==> config.mk <==
export PLATFORM = sky130hd
export DESIGN_NAME = sdram_cmd_arbiter_flat
export DESIGN_NICKNAME = d
export VERILOG_FILES = /design/src/rtl/sdram_cmd_arbiter_if.sv /design/src/rtl/sdram_cmd_arbiter.sv /design/src/flat_wrapper.sv
export SDC_FILE = /design/constraint.sdc
export NUM_CORES = 1
export LEC_CHECK = 0
export ABC_CLOCK_PERIOD_IN_PS = 2800
export BUFFER_PORTS_ARGS = -buffer_cell sky130_fd_sc_hd__buf_4
export CAP_MARGIN = 20
export CORE_MARGIN = 4
export CORE_UTILIZATION = 50
export CTS_BUF_LIST = sky130_fd_sc_hd__clkbuf_16
export DETAILED_ROUTE_END_ITERATION = 7
export PLACE_DENSITY = 0.79
export RECOVER_POWER = 25
export SYNTH_ARGS = -nofsm -noshare
export SYNTH_HDL_FRONTEND = slang
export SYNTH_SLANG_ARGS = --single-unit
==> constraint.sdc <==
create_clock -name CLK -period 2.8 [get_ports CLK]
set_clock_uncertainty 0.2 [all_clocks]
set_input_delay 0.42 -clock CLK [delete_from_list [all_inputs] [get_ports CLK]]
set_output_delay 0.42 -clock CLK [all_outputs]
set_load 0.05 [all_outputs]
==> src/rtl/sdram_cmd_arbiter_if.sv <==
// ---------------------------------------------------------------------------
// sdram_cmd_arbiter_if
//
// Bundles everything that crosses the boundary of sdram_cmd_arbiter apart
// from clock and reset: the two requester handshakes, the shared SDRAM
// command port, and the status flags.
//
// Modports
//   master : the arbiter itself. It receives the requests, the init flag and
//            CMD_ACK, and drives the grants, dones, CMD/ADDR and status.
//   slave  : the surrounding logic, i.e. both requesters plus the SDRAM
//            command interface (or a testbench standing in for them).
//
// Signals
//   INIT_DONE          SDRAM initialisation complete (level)
//   WR_REQ / WR_ADDR   write requester request (level) and burst address
//   WR_GNT / WR_DONE   write grant pulse, end-of-write-window pulse
//   RD_REQ / RD_ADDR   read requester request (level) and burst address
//   RD_GNT / RD_DONE   read grant pulse, end-of-read-window pulse
//   CMD / ADDR         command (00 NOP, 01 READA, 10 WRITEA) and address
//   CMD_ACK            one-cycle acknowledge from the command interface
//   BUSY               high whenever the arbiter is not idle in ARB
//   ACK_ERR            one-cycle pulse when an acknowledge never arrived
// ---------------------------------------------------------------------------
interface sdram_cmd_arbiter_if #(
    parameter int ASIZE = 22
);
    logic             INIT_DONE;
    logic             WR_REQ;
    logic [ASIZE-1:0] WR_ADDR;
    logic             WR_GNT;
    logic             WR_DONE;
    logic             RD_REQ;
    logic [ASIZE-1:0] RD_ADDR;
    logic             RD_GNT;
    logic             RD_DONE;
    logic [1:0]       CMD;
    logic [ASIZE-1:0] ADDR;
    logic             CMD_ACK;
    logic             BUSY;
    logic             ACK_ERR;

    modport master (
        input  INIT_DONE,
        input  WR_REQ,
        input  WR_ADDR,
        input  RD_REQ,
        input  RD_ADDR,
        input  CMD_ACK,
        output WR_GNT,
        output WR_DONE,
        output RD_GNT,
        output RD_DONE,
        output CMD,
        output ADDR,
        output BUSY,
        output ACK_ERR
    );

    modport slave (
        output INIT_DONE,
        output WR_REQ,
        output WR_ADDR,
        output RD_REQ,
        output RD_ADDR,
        output CMD_ACK,
        input  WR_GNT,
        input  WR_DONE,
        input  RD_GNT,
        input  RD_DONE,
        input  CMD,
        input  ADDR,
        input  BUSY,
        input  ACK_ERR
    );
endinterface

==> src/rtl/sdram_cmd_arbiter.sv <==
// ---------------------------------------------------------------------------
// sdram_cmd_arbiter
//
// Shares the single SDRAM CMD/ADDR/CMD_ACK command port between a write
// requester (UART RX side) and a read requester (UART TX side). Nothing is
// issued until SDRAM initialisation has completed. After that the block issues
// one WRITEA/READA at a time, keeps the port owned for a fixed data window
// after the acknowledge, and gives up on a command whose acknowledge never
// arrives.
//
// Parameters
//   ASIZE        address width
//   DATA_CYC     cycles the port stays owned after CMD_ACK (1..255)
//   ACK_TIMEOUT  cycles spent waiting for CMD_ACK before aborting (2..255)
//
// Ports
//   CLK      system clock, shared with the SDRAM command interface
//   RESET_N  asynchronous active-low reset
//   bus      sdram_cmd_arbiter_if.master carrying requests, grants, dones,
//            the command port and the BUSY/ACK_ERR status flags
//
// Every output comes straight from a flop. The next-state logic computes the
// next value of each output alongside the next state, so outputs line up with
// the state they describe.
// ---------------------------------------------------------------------------
module sdram_cmd_arbiter #(
    parameter int ASIZE       = 22,
    parameter int DATA_CYC    = 12,
    parameter int ACK_TIMEOUT = 64
) (
    input logic                 CLK,
    input logic                 RESET_N,
    sdram_cmd_arbiter_if.master bus
);

    typedef enum logic [1:0] {
        ST_WAIT_INIT = 2'd0,
        ST_ARB       = 2'd1,
        ST_ISSUE     = 2'd2,
        ST_DATA      = 2'd3
    } state_t;

    localparam logic [1:0] CMD_NOP    = 2'b00;
    localparam logic [1:0] CMD_READA  = 2'b01;
    localparam logic [1:0] CMD_WRITEA = 2'b10;

    // Counter reload value and abort threshold, both 8 bits wide.
    localparam logic [7:0] DATA_LOAD = 8'(DATA_CYC - 1);
    localparam logic [7:0] TMO_LAST  = 8'(ACK_TIMEOUT - 1);

    state_t           state_q, state_d;
    logic [1:0]       cmd_q, cmd_d;
    logic [ASIZE-1:0] addr_q, addr_d;
    logic             wr_gnt_q, wr_gnt_d;
    logic             rd_gnt_q, rd_gnt_d;
    logic             wr_done_q, wr_done_d;
    logic             rd_done_q, rd_done_d;
    logic             ack_err_q, ack_err_d;
    logic             busy_q, busy_d;
    // Port ids are encoded as 1 = read, 0 = write.
    logic             port_rd_q, port_rd_d;
    logic             last_rd_q, last_rd_d;
    logic [7:0]       tmo_cnt_q, tmo_cnt_d;
    logic [7:0]       data_cnt_q, data_cnt_d;
    logic             grant_rd;
    logic             done_d;

    // State register. Reset always returns to WAIT_INIT, so any in-flight
    // burst is abandoned and the init handshake is repeated.
    always_ff @(posedge CLK or negedge RESET_N) begin
        if (!RESET_N) begin
            state_q <= ST_WAIT_INIT;
        end else begin
            state_q <= state_d;
        end
    end

    // Registered outputs and datapath. The last-served flag resets to
    // "read" so that the write requester wins the first tie.
    always_ff @(posedge CLK or negedge RESET_N) begin
        if (!RESET_N) begin
            cmd_q      <= CMD_NOP;
            addr_q     <= '0;
            wr_gnt_q   <= 1'b0;
            rd_gnt_q   <= 1'b0;
            wr_done_q  <= 1'b0;
            rd_done_q  <= 1'b0;
            ack_err_q  <= 1'b0;
            busy_q     <= 1'b1;
            port_rd_q  <= 1'b0;
            last_rd_q  <= 1'b1;
            tmo_cnt_q  <= '0;
            data_cnt_q <= '0;
        end else begin
            cmd_q      <= cmd_d;
            addr_q     <= addr_d;
            wr_gnt_q   <= wr_gnt_d;
            rd_gnt_q   <= rd_gnt_d;
            wr_done_q  <= wr_done_d;
            rd_done_q  <= rd_done_d;
            ack_err_q  <= ack_err_d;
            busy_q     <= busy_d;
            port_rd_q  <= port_rd_d;
            last_rd_q  <= last_rd_d;
            tmo_cnt_q  <= tmo_cnt_d;
            data_cnt_q <= data_cnt_d;
        end
    end

    // Next-state and next-output logic. Requests are only looked at in ARB;
    // CMD_ACK is only looked at in ISSUE. Grants, DONE and ACK_ERR default
    // to zero, which keeps them as single-cycle pulses.
    always_comb begin
        state_d    = state_q;
        cmd_d      = cmd_q;
        addr_d     = addr_q;
        wr_gnt_d   = 1'b0;
        rd_gnt_d   = 1'b0;
        ack_err_d  = 1'b0;
        port_rd_d  = port_rd_q;
        last_rd_d  = last_rd_q;
        tmo_cnt_d  = tmo_cnt_q;
        data_cnt_d = data_cnt_q;
        grant_rd   = 1'b0;

        case (state_q)
            ST_WAIT_INIT: begin
                cmd_d = CMD_NOP;
                if (bus.INIT_DONE) begin
                    state_d = ST_ARB;
                end
            end

            ST_ARB: begin
                cmd_d = CMD_NOP;
                if (bus.WR_REQ || bus.RD_REQ) begin
                    // Read wins when it is alone, or when both are asking
                    // and write was the last port served.
                    grant_rd  = bus.RD_REQ && (!bus.WR_REQ || !last_rd_q);
                    state_d   = ST_ISSUE;
                    port_rd_d = grant_rd;
                    tmo_cnt_d = '0;
                    if (grant_rd) begin
                        rd_gnt_d = 1'b1;
                        cmd_d    = CMD_READA;
                        addr_d   = bus.RD_ADDR;
                    end else begin
                        wr_gnt_d = 1'b1;
                        cmd_d    = CMD_WRITEA;
                        addr_d   = bus.WR_ADDR;
                    end
                end
            end

            ST_ISSUE: begin
                // CMD/ADDR hold their values until the command is accepted
                // or abandoned. An acknowledge that lands on the very cycle
                // the timeout would fire still counts as accepted.
                if (bus.CMD_ACK) begin
                    state_d    = ST_DATA;
                    cmd_d      = CMD_NOP;
                    last_rd_d  = port_rd_q;
                    data_cnt_d = DATA_LOAD;
                end else if (tmo_cnt_q == TMO_LAST) begin
                    // Abandoned commands still flip the round-robin flag so a
                    // port whose commands never get acknowledged cannot keep
                    // the other port starved.
                    state_d   = ST_ARB;
                    cmd_d     = CMD_NOP;
                    ack_err_d = 1'b1;
                    last_rd_d = port_rd_q;
                end else begin
                    tmo_cnt_d = tmo_cnt_q + 8'd1;
                end
            end

            ST_DATA: begin
                cmd_d = CMD_NOP;
                if (data_cnt_q == '0) begin
                    state_d = ST_ARB;
                end else begin
                    data_cnt_d = data_cnt_q - 8'd1;
                end
            end

            default: begin
                state_d = ST_WAIT_INIT;
                cmd_d   = CMD_NOP;
            end
        endcase

        // DONE is registered, so it is raised when the next cycle is the
        // DATA cycle whose count is zero. This also covers DATA_CYC = 1,
        // where that cycle is the first one after the acknowledge.
        done_d    = (state_d == ST_DATA) && (data_cnt_d == '0);
        wr_done_d = done_d && !port_rd_d;
        rd_done_d = done_d && port_rd_d;
        busy_d    = (state_d != ST_ARB);
    end

    assign bus.CMD     = cmd_q;
    assign bus.ADDR    = addr_q;
    assign bus.WR_GNT  = wr_gnt_q;
    assign bus.RD_GNT  = rd_gnt_q;
    assign bus.WR_DONE = wr_done_q;
    assign bus.RD_DONE = rd_done_q;
    assign bus.ACK_ERR = ack_err_q;
    assign bus.BUSY    = busy_q;

endmodule

==> src/flat_wrapper.sv <==
// flat-port wrapper written by rule: the top's interface ports become plain ports
module sdram_cmd_arbiter_flat 
#(
    parameter int ASIZE       = 22,
    parameter int DATA_CYC    = 12,
    parameter int ACK_TIMEOUT = 64
)
  (CLK, RESET_N, bus_INIT_DONE, bus_WR_REQ, bus_WR_ADDR, bus_RD_REQ, bus_RD_ADDR, bus_CMD_ACK, bus_WR_GNT, bus_WR_DONE, bus_RD_GNT, bus_RD_DONE, bus_CMD, bus_ADDR, bus_BUSY, bus_ACK_ERR);
  sdram_cmd_arbiter_if #(.ASIZE(ASIZE)) bus_i ();
  input logic CLK;
  input logic RESET_N;
  input wire logic [$bits(bus_i.INIT_DONE)-1:0] bus_INIT_DONE;
  input wire logic [$bits(bus_i.WR_REQ)-1:0] bus_WR_REQ;
  input wire logic [$bits(bus_i.WR_ADDR)-1:0] bus_WR_ADDR;
  input wire logic [$bits(bus_i.RD_REQ)-1:0] bus_RD_REQ;
  input wire logic [$bits(bus_i.RD_ADDR)-1:0] bus_RD_ADDR;
  input wire logic [$bits(bus_i.CMD_ACK)-1:0] bus_CMD_ACK;
  output wire logic [$bits(bus_i.WR_GNT)-1:0] bus_WR_GNT;
  output wire logic [$bits(bus_i.WR_DONE)-1:0] bus_WR_DONE;
  output wire logic [$bits(bus_i.RD_GNT)-1:0] bus_RD_GNT;
  output wire logic [$bits(bus_i.RD_DONE)-1:0] bus_RD_DONE;
  output wire logic [$bits(bus_i.CMD)-1:0] bus_CMD;
  output wire logic [$bits(bus_i.ADDR)-1:0] bus_ADDR;
  output wire logic [$bits(bus_i.BUSY)-1:0] bus_BUSY;
  output wire logic [$bits(bus_i.ACK_ERR)-1:0] bus_ACK_ERR;
  assign bus_i.INIT_DONE = bus_INIT_DONE;
  assign bus_i.WR_REQ = bus_WR_REQ;
  assign bus_i.WR_ADDR = bus_WR_ADDR;
  assign bus_i.RD_REQ = bus_RD_REQ;
  assign bus_i.RD_ADDR = bus_RD_ADDR;
  assign bus_i.CMD_ACK = bus_CMD_ACK;
  assign bus_WR_GNT = bus_i.WR_GNT;
  assign bus_WR_DONE = bus_i.WR_DONE;
  assign bus_RD_GNT = bus_i.RD_GNT;
  assign bus_RD_DONE = bus_i.RD_DONE;
  assign bus_CMD = bus_i.CMD;
  assign bus_ADDR = bus_i.ADDR;
  assign bus_BUSY = bus_i.BUSY;
  assign bus_ACK_ERR = bus_i.ACK_ERR;
  sdram_cmd_arbiter #(.ASIZE(ASIZE), .DATA_CYC(DATA_CYC), .ACK_TIMEOUT(ACK_TIMEOUT)) u_core (.CLK(CLK), .RESET_N(RESET_N), .bus(bus_i));
endmodule
==> impl_metrics.toml, run 1 <==
[sta]
fmax_mhz = 425.1
tns_ns = 0
worst_pin_slew_ns = 1.180
slew_viol_final = 0
hold_viol_final = 0
setup_viol = 0
finalCriticalPeriod_ns = 2.353
fin_crit_sh_pct = 84.02
maxSlewHeadroom_pct = 21.31
rsz0062_at_grt = "false"

[grt]
grt_start_max_net_pins = 51
grt_antenna_before_repair = 0
grt-ovfl-total = 0
grt_usage_pct = 18.82
grt_pass1_wl_microns = 9211
grt_pass1_vias = 1997

[logic_synthesis]
synth_fp_nets = 292
synth.area.top_cells = "dfrtp_1 49%, mux2i_1 9.0%, nand2_1 5.8%"
ys_seq_area_share_pct = 51.41
yosysWarnings = 0
synth_top_area_cell = "dfrtp_1"
synth.cell_area_sq_um = 2439
async_flop_share_pct = 100.0
synth-main-ff-cell = "dfrtp_1"
synth_cell_types = 45
synth_top_area_share_pct = 49.26
synth_edf_count = 0
synthesis.instances = 239
ys_ff_latch = 50
syn_avg_cell_area_sq_um = 10.20

[worst_hold_path]
min_path_cells = 2
worstHoldPathType = "in -> reg"

[setup_path]
crit_chain = "inv_1, ha_1, nor3b_2, a21o_2, o221a_2, o311ai_1, nor4_1"
end_kind = "flop"
path_max_fanout = 7
worstPathArrival_ns = 2.33
cp_slowest_cell = "dfrtp_1"
crit_type = "reg -> reg"
crit_path_start_kind = "flop"
r2r_cells = 7
worstPathRequired_ns = 2.78
cpPeakStageDelay_ns = 0.43

[power_and_ir_drop]
swShare_pct = 46.72
p_seq_share_pct = 33.7
netSwitchingPower_mw = 1.680
peakVddDrop_mv = 0.7387
leakagePower_nw = 1.614
clockPowerShare_pct = 15.5
internal_power_mw = 1.916
p_per_area_nw_per_um2 = 1111
comb_power_share_pct = 50.8

[route]
wl_per_cell_microns = 14.68
wirelength_microns = 5653
dr.pass1.iters = 4
drt_iter0_drc = 100
drtAntennaViolNets = 0
vias = 2035
via_per_inst = 5.286
drc_errors = 0

[floorplanning]
fp.dieW_microns = 77.84
std_cell_rows = 25
io_pins = 80
core_area_sq_um = 4723
die_h_microns = 77.84
initial_core_util_pct = 51.63
design.die.area_sq_um = 6058

[job]
cap_violations = 0

[layout]
antennaDiodeCount = 0
nets = 370
fin_cells = 385
drive_above_1_share_pct = 32.39
area_delta_synth_final_pct = 32.68

[clock_tree]
cts_resized = 0
cts_setup_buffers = 0
clock-sinks = 50
insertion_delay_ns = 0.28
cts_tree = "done"
cts-buffers-inserted = 5
clockRootBuffer = "clkbuf_16"
clk_pin_slew_ns = 0.06
htreeDepth = 2
clockBufferDepth = 2

[place]
numPortBuffers = 79
dp.cells = 376
dp_hpwl_microns = 4305
place.gp.congestion = 0.8072

[run_status]
outcome = "finished clean"
[layer usage]
metal  GRT usage [%]  wire [microns]  up-vias
li1                -               -     1012
met1           23.05            2254      981
met2           33.56            3124       38
met3           4.176             234        4
met4           4.270              41        0
met5               0               0        -
[area by class of cell]
| class | instances | area, sq um |
|---|---|---|
| Tap cell | 67 | 83.83 |
| Timing Repair Buffer | 83 | 623.1 |
| Clock inverter | 3 | 12.51 |
| Sequential cell | 50 | 1254 |
| Clock buffer | 5 | 125.1 |
| Inverter | 6 | 22.52 |
| Fill cell | 384 | 1488 |
| Multi-Input combinational cell | 171 | 1115 |
[logic make-up after synthesis]
group / after synthesis / synth area share [%]
compound gates: 59 / 15.08
xor+xnor: 5 / 1.796
fa+ha+maj: 3 / 1.539
buf+inv: 18 / 3.335
flops: 50 / 51.41
mux: 24 / 9.954
simple gates: 80 / 16.88
[worst max-delay path: cells and delay by family (launching register included)]
family	cells	cell delay, ns
flops	1	0.43
simple gates	2	0.64
fa+ha+maj	1	0.20
compound gates	3	0.64
buf+inv	1	0.14
[per-stage QoR]
step / power (mW) / cell area (sq um) / hold WS, ns / setup slack, ns / util [%]
after global routing: 3.803 / 3236 / 0.1639 / 0.2832 / 68.50
after floorplan: 2.483 / 2439 / -0.07559 / 0.7247 / -
final: 3.595 / 3236 / 0.1567 / 0.4474 / 68.50
after global placement: 2.987 / 3090 / 0.2637 / 0.6566 / 65.43
after detailed placement: 3.047 / 3090 / 0.2698 / 0.5136 / 65.43
after CTS: 3.619 / 3238 / 0.1555 / 0.4899 / 68.56
[cells in the mapped netlist (all sizes together), types with 4 or more instances]
master,n
a21oi,4
nand3,6
mux2i,22
xor2,5
nand4,6
dfrtp,48
clkbuf,6
o21ai,33
a21o,5
nor3,4
nor4,4
nand2,38
buf,6
nor2,11
inv,6
[power by group through the flow]
stage,Sequential (mW),Combinational (mW),Clock [mW]
6_report,1.21,1.82,0.558
5_1_grt,1.25,1.95,0.600
4_1_cts,1.21,1.84,0.570
3_5_place_dp,1.22,1.83,0
3_3_place_gp,1.20,1.78,0
2_1_floorplan,1.75,0.732,0
[state kept, by name, indices dropped and copies added, names as in the netlist]
signal	cells
u_core.tmo_cnt_q	8
u_core.bus.WR_GNT	1
u_core.bus.ADDR	22
u_core.bus.CMD	2
u_core.state_q	2
u_core.data_cnt_q	8
u_core.bus.RD_DONE	1
u_core.bus.ACK_ERR	1
u_core.bus.RD_GNT	1
u_core.bus.WR_DONE	1
u_core.last_rd_q	1
u_core.port_rd_q	1
u_core.bus.BUSY	1
[worst paths after layout]
check | to | slack, ns | from
max in group asynchronous | u_core.bus.WR_GNT | 0.93 | RESET_N
worst max-delay path | u_core.bus.RD_DONE | 0.45 | u_core.data_cnt_q[0]
worst min-delay path | u_core.bus.ACK_ERR | 0.16 | bus_CMD_ACK
min in group asynchronous | u_core.bus.ADDR[8] | 0.76 | RESET_N
worst min register to register | u_core.bus.CMD[0] | 0.28 | u_core.bus.CMD[0]
worst max register to register | u_core.bus.RD_DONE | 0.45 | u_core.data_cnt_q[0]
[cells in the final DEF, fill, tap and decap left out, types with 2 or more instances in the layout]
master,instances
nor4_1,3
o21ai_1,15
o211ai_1,2
a211oi_1,2
nand2_1,38
nor3b_2,2
dfrtp_1,48
o21a_1,2
o2111ai_1,2
clkbuf_16,5
nor3_1,4
nand4_1,6
buf_4,81
a21o_2,2
a21oi_1,4
a21o_1,3
inv_1,7
dfstp_2,2
nor2_1,11
mux2i_1,22
ha_1,3
mux2_2,2
nand3_1,6
xor2_1,5
o21ai_0,18
[repair_timing]
item	CTS	global route
endpoints found under the hold margin	48	0
endpoints found under the setup margin	0	0
hold buffers	1	0
Power figures use the tool's default switching activity.
==> run 2, diff against run 1 <==
- ABC_CLOCK_PERIOD_IN_PS: 2800 -> 2100
- CORE_UTILIZATION: 50 -> 45
- PLACE_DENSITY: 0.79 -> 0.75
- clock period: 2.8 -> 2.1 ns (I/O delays scaled with it)
==> run 2 against run 1 <==
Sequential power increased by 27%. Cell area is 7.9% higher. Core utilization shrank 1.0 points. Global-route usage shrank 0.88 points. Combinational power rose by 55%. Fmax increased by 15%. Routed wire length increased by 7.6%. Count of clock-buffer cells in the layout unchanged. Critical path depth unchanged. Total power is 46% higher. Sequential cell count unchanged. Critical endpoint is now u_core.tmo_cnt_q[6]. Largest cell class unchanged. Largest power group unchanged. Highest routed layer unchanged.
==> impl_metrics.toml, run 2 (synthesized netlist as in run 1, its figures left out) <==
[setup_path]
r2r-start = "u_core.tmo_cnt_q[0]"
worstPathArrival_ns = 2.02
crit_start = "u_core.tmo_cnt_q[0]"
crit_chain = "ha_1, and4bb_2, a211oi_2, clkdlybuf4s15_2, nand4_1, nand3_1, o21ai_1"
crit_type = "reg -> reg"
end_kind = "flop"
path_max_fanout = 5
r2r_cells = 7
worstPathRequired_ns = 2.07
crit_path_start_kind = "flop"
cpPeakStageDelay_ns = 0.40
cp_slowest_cell = "dfrtp_1"

[place]
dp_hpwl_microns = 4381
dp_slack_ns = -0.05637
place.gp.congestion = 0.8958
dp.cells = 396
numPortBuffers = 79

[route]
vias = 2108
via_per_inst = 5.129
drc_errors = 0
drt_iter0_drc = 86
wl_per_cell_microns = 14.80
drtAntennaViolNets = 0
dr.pass1.iters = 4
wirelength_microns = 6084

[floorplanning]
design.die.area_sq_um = 6661
fp.dieW_microns = 81.62
io_pins = 80
die_h_microns = 81.62
std_cell_rows = 26
initial_core_util_pct = 47.15
core_area_sq_um = 5172

[clock_tree]
insertion_delay_ns = 0.29
clock-sinks = 50
clockRootBuffer = "clkbuf_16"
cts-buffers-inserted = 5
clockBufferDepth = 2
htreeDepth = 2
clk_pin_slew_ns = 0.06
cts_tree = "done"

[sta]
tns_ns = 0
layout_setup_ws_ns = 0.05489
maxSlewHeadroom_pct = 16.67
hold_viol_final = 0
fmax_mhz = 489.0
finalCriticalPeriod_ns = 2.045
setup_viol = 0
slew_viol_final = 0
worst_pin_slew_ns = 1.250
fin_crit_sh_pct = 97.39
whs_ns = 0.05889
rsz0062_at_grt = "true"

[grt]
grt_pass1_wl_microns = 9218
grt_usage_pct = 17.94
grt_antenna_before_repair = 0
grt_start_max_net_pins = 51
grt_pass1_vias = 1925
grt-ovfl-total = 0

[layout]
mostFrequentLayoutCells = "103 x buf_4, 48 x dfrtp_1, 38 x nand2_1"
area_delta_synth_final_pct = 43.10
antennaDiodeCount = 0
largest_register_ffs = 22
fin_cells = 411
nFillCells = 409
drive_above_1_share_pct = 39.59
layout_commonest_cell = "buf_4"
nets = 393

[worst_hold_path]
worstHoldPathType = "in -> reg"
min_path_cells = 2
hold_start = "bus_CMD_ACK"

[job]
cap_violations = 0

[run_status]
outcome = "finished clean"

[power_and_ir_drop]
leakagePower_nw = 1.733
p_per_area_nw_per_um2 = 1509
peakVddDrop_mv = 0.9477
[run 2: cell type report]
class / count / area (sq um) / area share (%)
flip-flops and latches: 50 / 1254 / 35.93
multi-input cells: 171 / 1160 / 33.24
repair buffers: 106 / 799.5 / 22.91
clock buffers: 5 / 125.1 / 3.586
well taps: 70 / 87.58 / 2.510
clock inverters: 3 / 41.29 / 1.183
inverters: 6 / 22.52 / 0.6454
[run 2: worst paths after layout]
| path | to | slack (ns) |
|---|---|---|
| worst max-delay path | u_core.tmo_cnt_q[6] | 0.05 |
| worst min-delay path | u_core.bus.ACK_ERR | 0.06 |
| worst max register to register | u_core.tmo_cnt_q[6] | 0.05 |
| worst min register to register | u_core.bus.ADDR[18] | 0.28 |
| max in group asynchronous | u_core.tmo_cnt_q[0] | 0.31 |
| min in group asynchronous | u_core.bus.ADDR[15] | 0.63 |
[run 2: layer usage]
metal / part of all wire, % / track usage [%] / vias to the layer above
met5: 0 / 0 / -
met4: 1.8 / 5.980 / 0
met3: 3.8 / 3.947 / 9
met2: 51 / 29.15 / 39
met1: 43 / 23.76 / 1004
li1: - / - / 1056
[run 2: worst max-delay path: cells and delay by family (launching register included)]
family	cells	cell delay (ns)
AND/OR/NAND/NOR	3	0.51
adder cells (fa/ha/maj)	1	0.24
flip-flops	1	0.40
AO/OA/AOI/OAI	2	0.30
buffers and inverters	1	0.28
[run 2: where the power goes]
part / switching (mW) / internal, mW / leakage [nW]
sequential: 0.225 / 1.32 / 0.635
combinational: 1.78 / 1.03 / 1.02
clock: 0.345 / 0.558 / 0.0812
[run 2: stage by stage]
stage	power (mW)	utilization [%]	cell area [sq um]
finish	5.266	67.46	3490
global route	5.575	67.46	3490
CTS	5.189	66.09	3418
detailed placement	4.245	62.29	3222
global placement	4.202	62.29	3222
floorplan	3.310	-	2439
[run 2: repair_timing]
item	in CTS	in global routing
hold buffers	1	0
resized for setup	4	7
endpoints found under the hold margin	48	0
cloned	0	1
pin swaps	1	9
setup endpoints to repair	2	8
buffers inserted	0	5
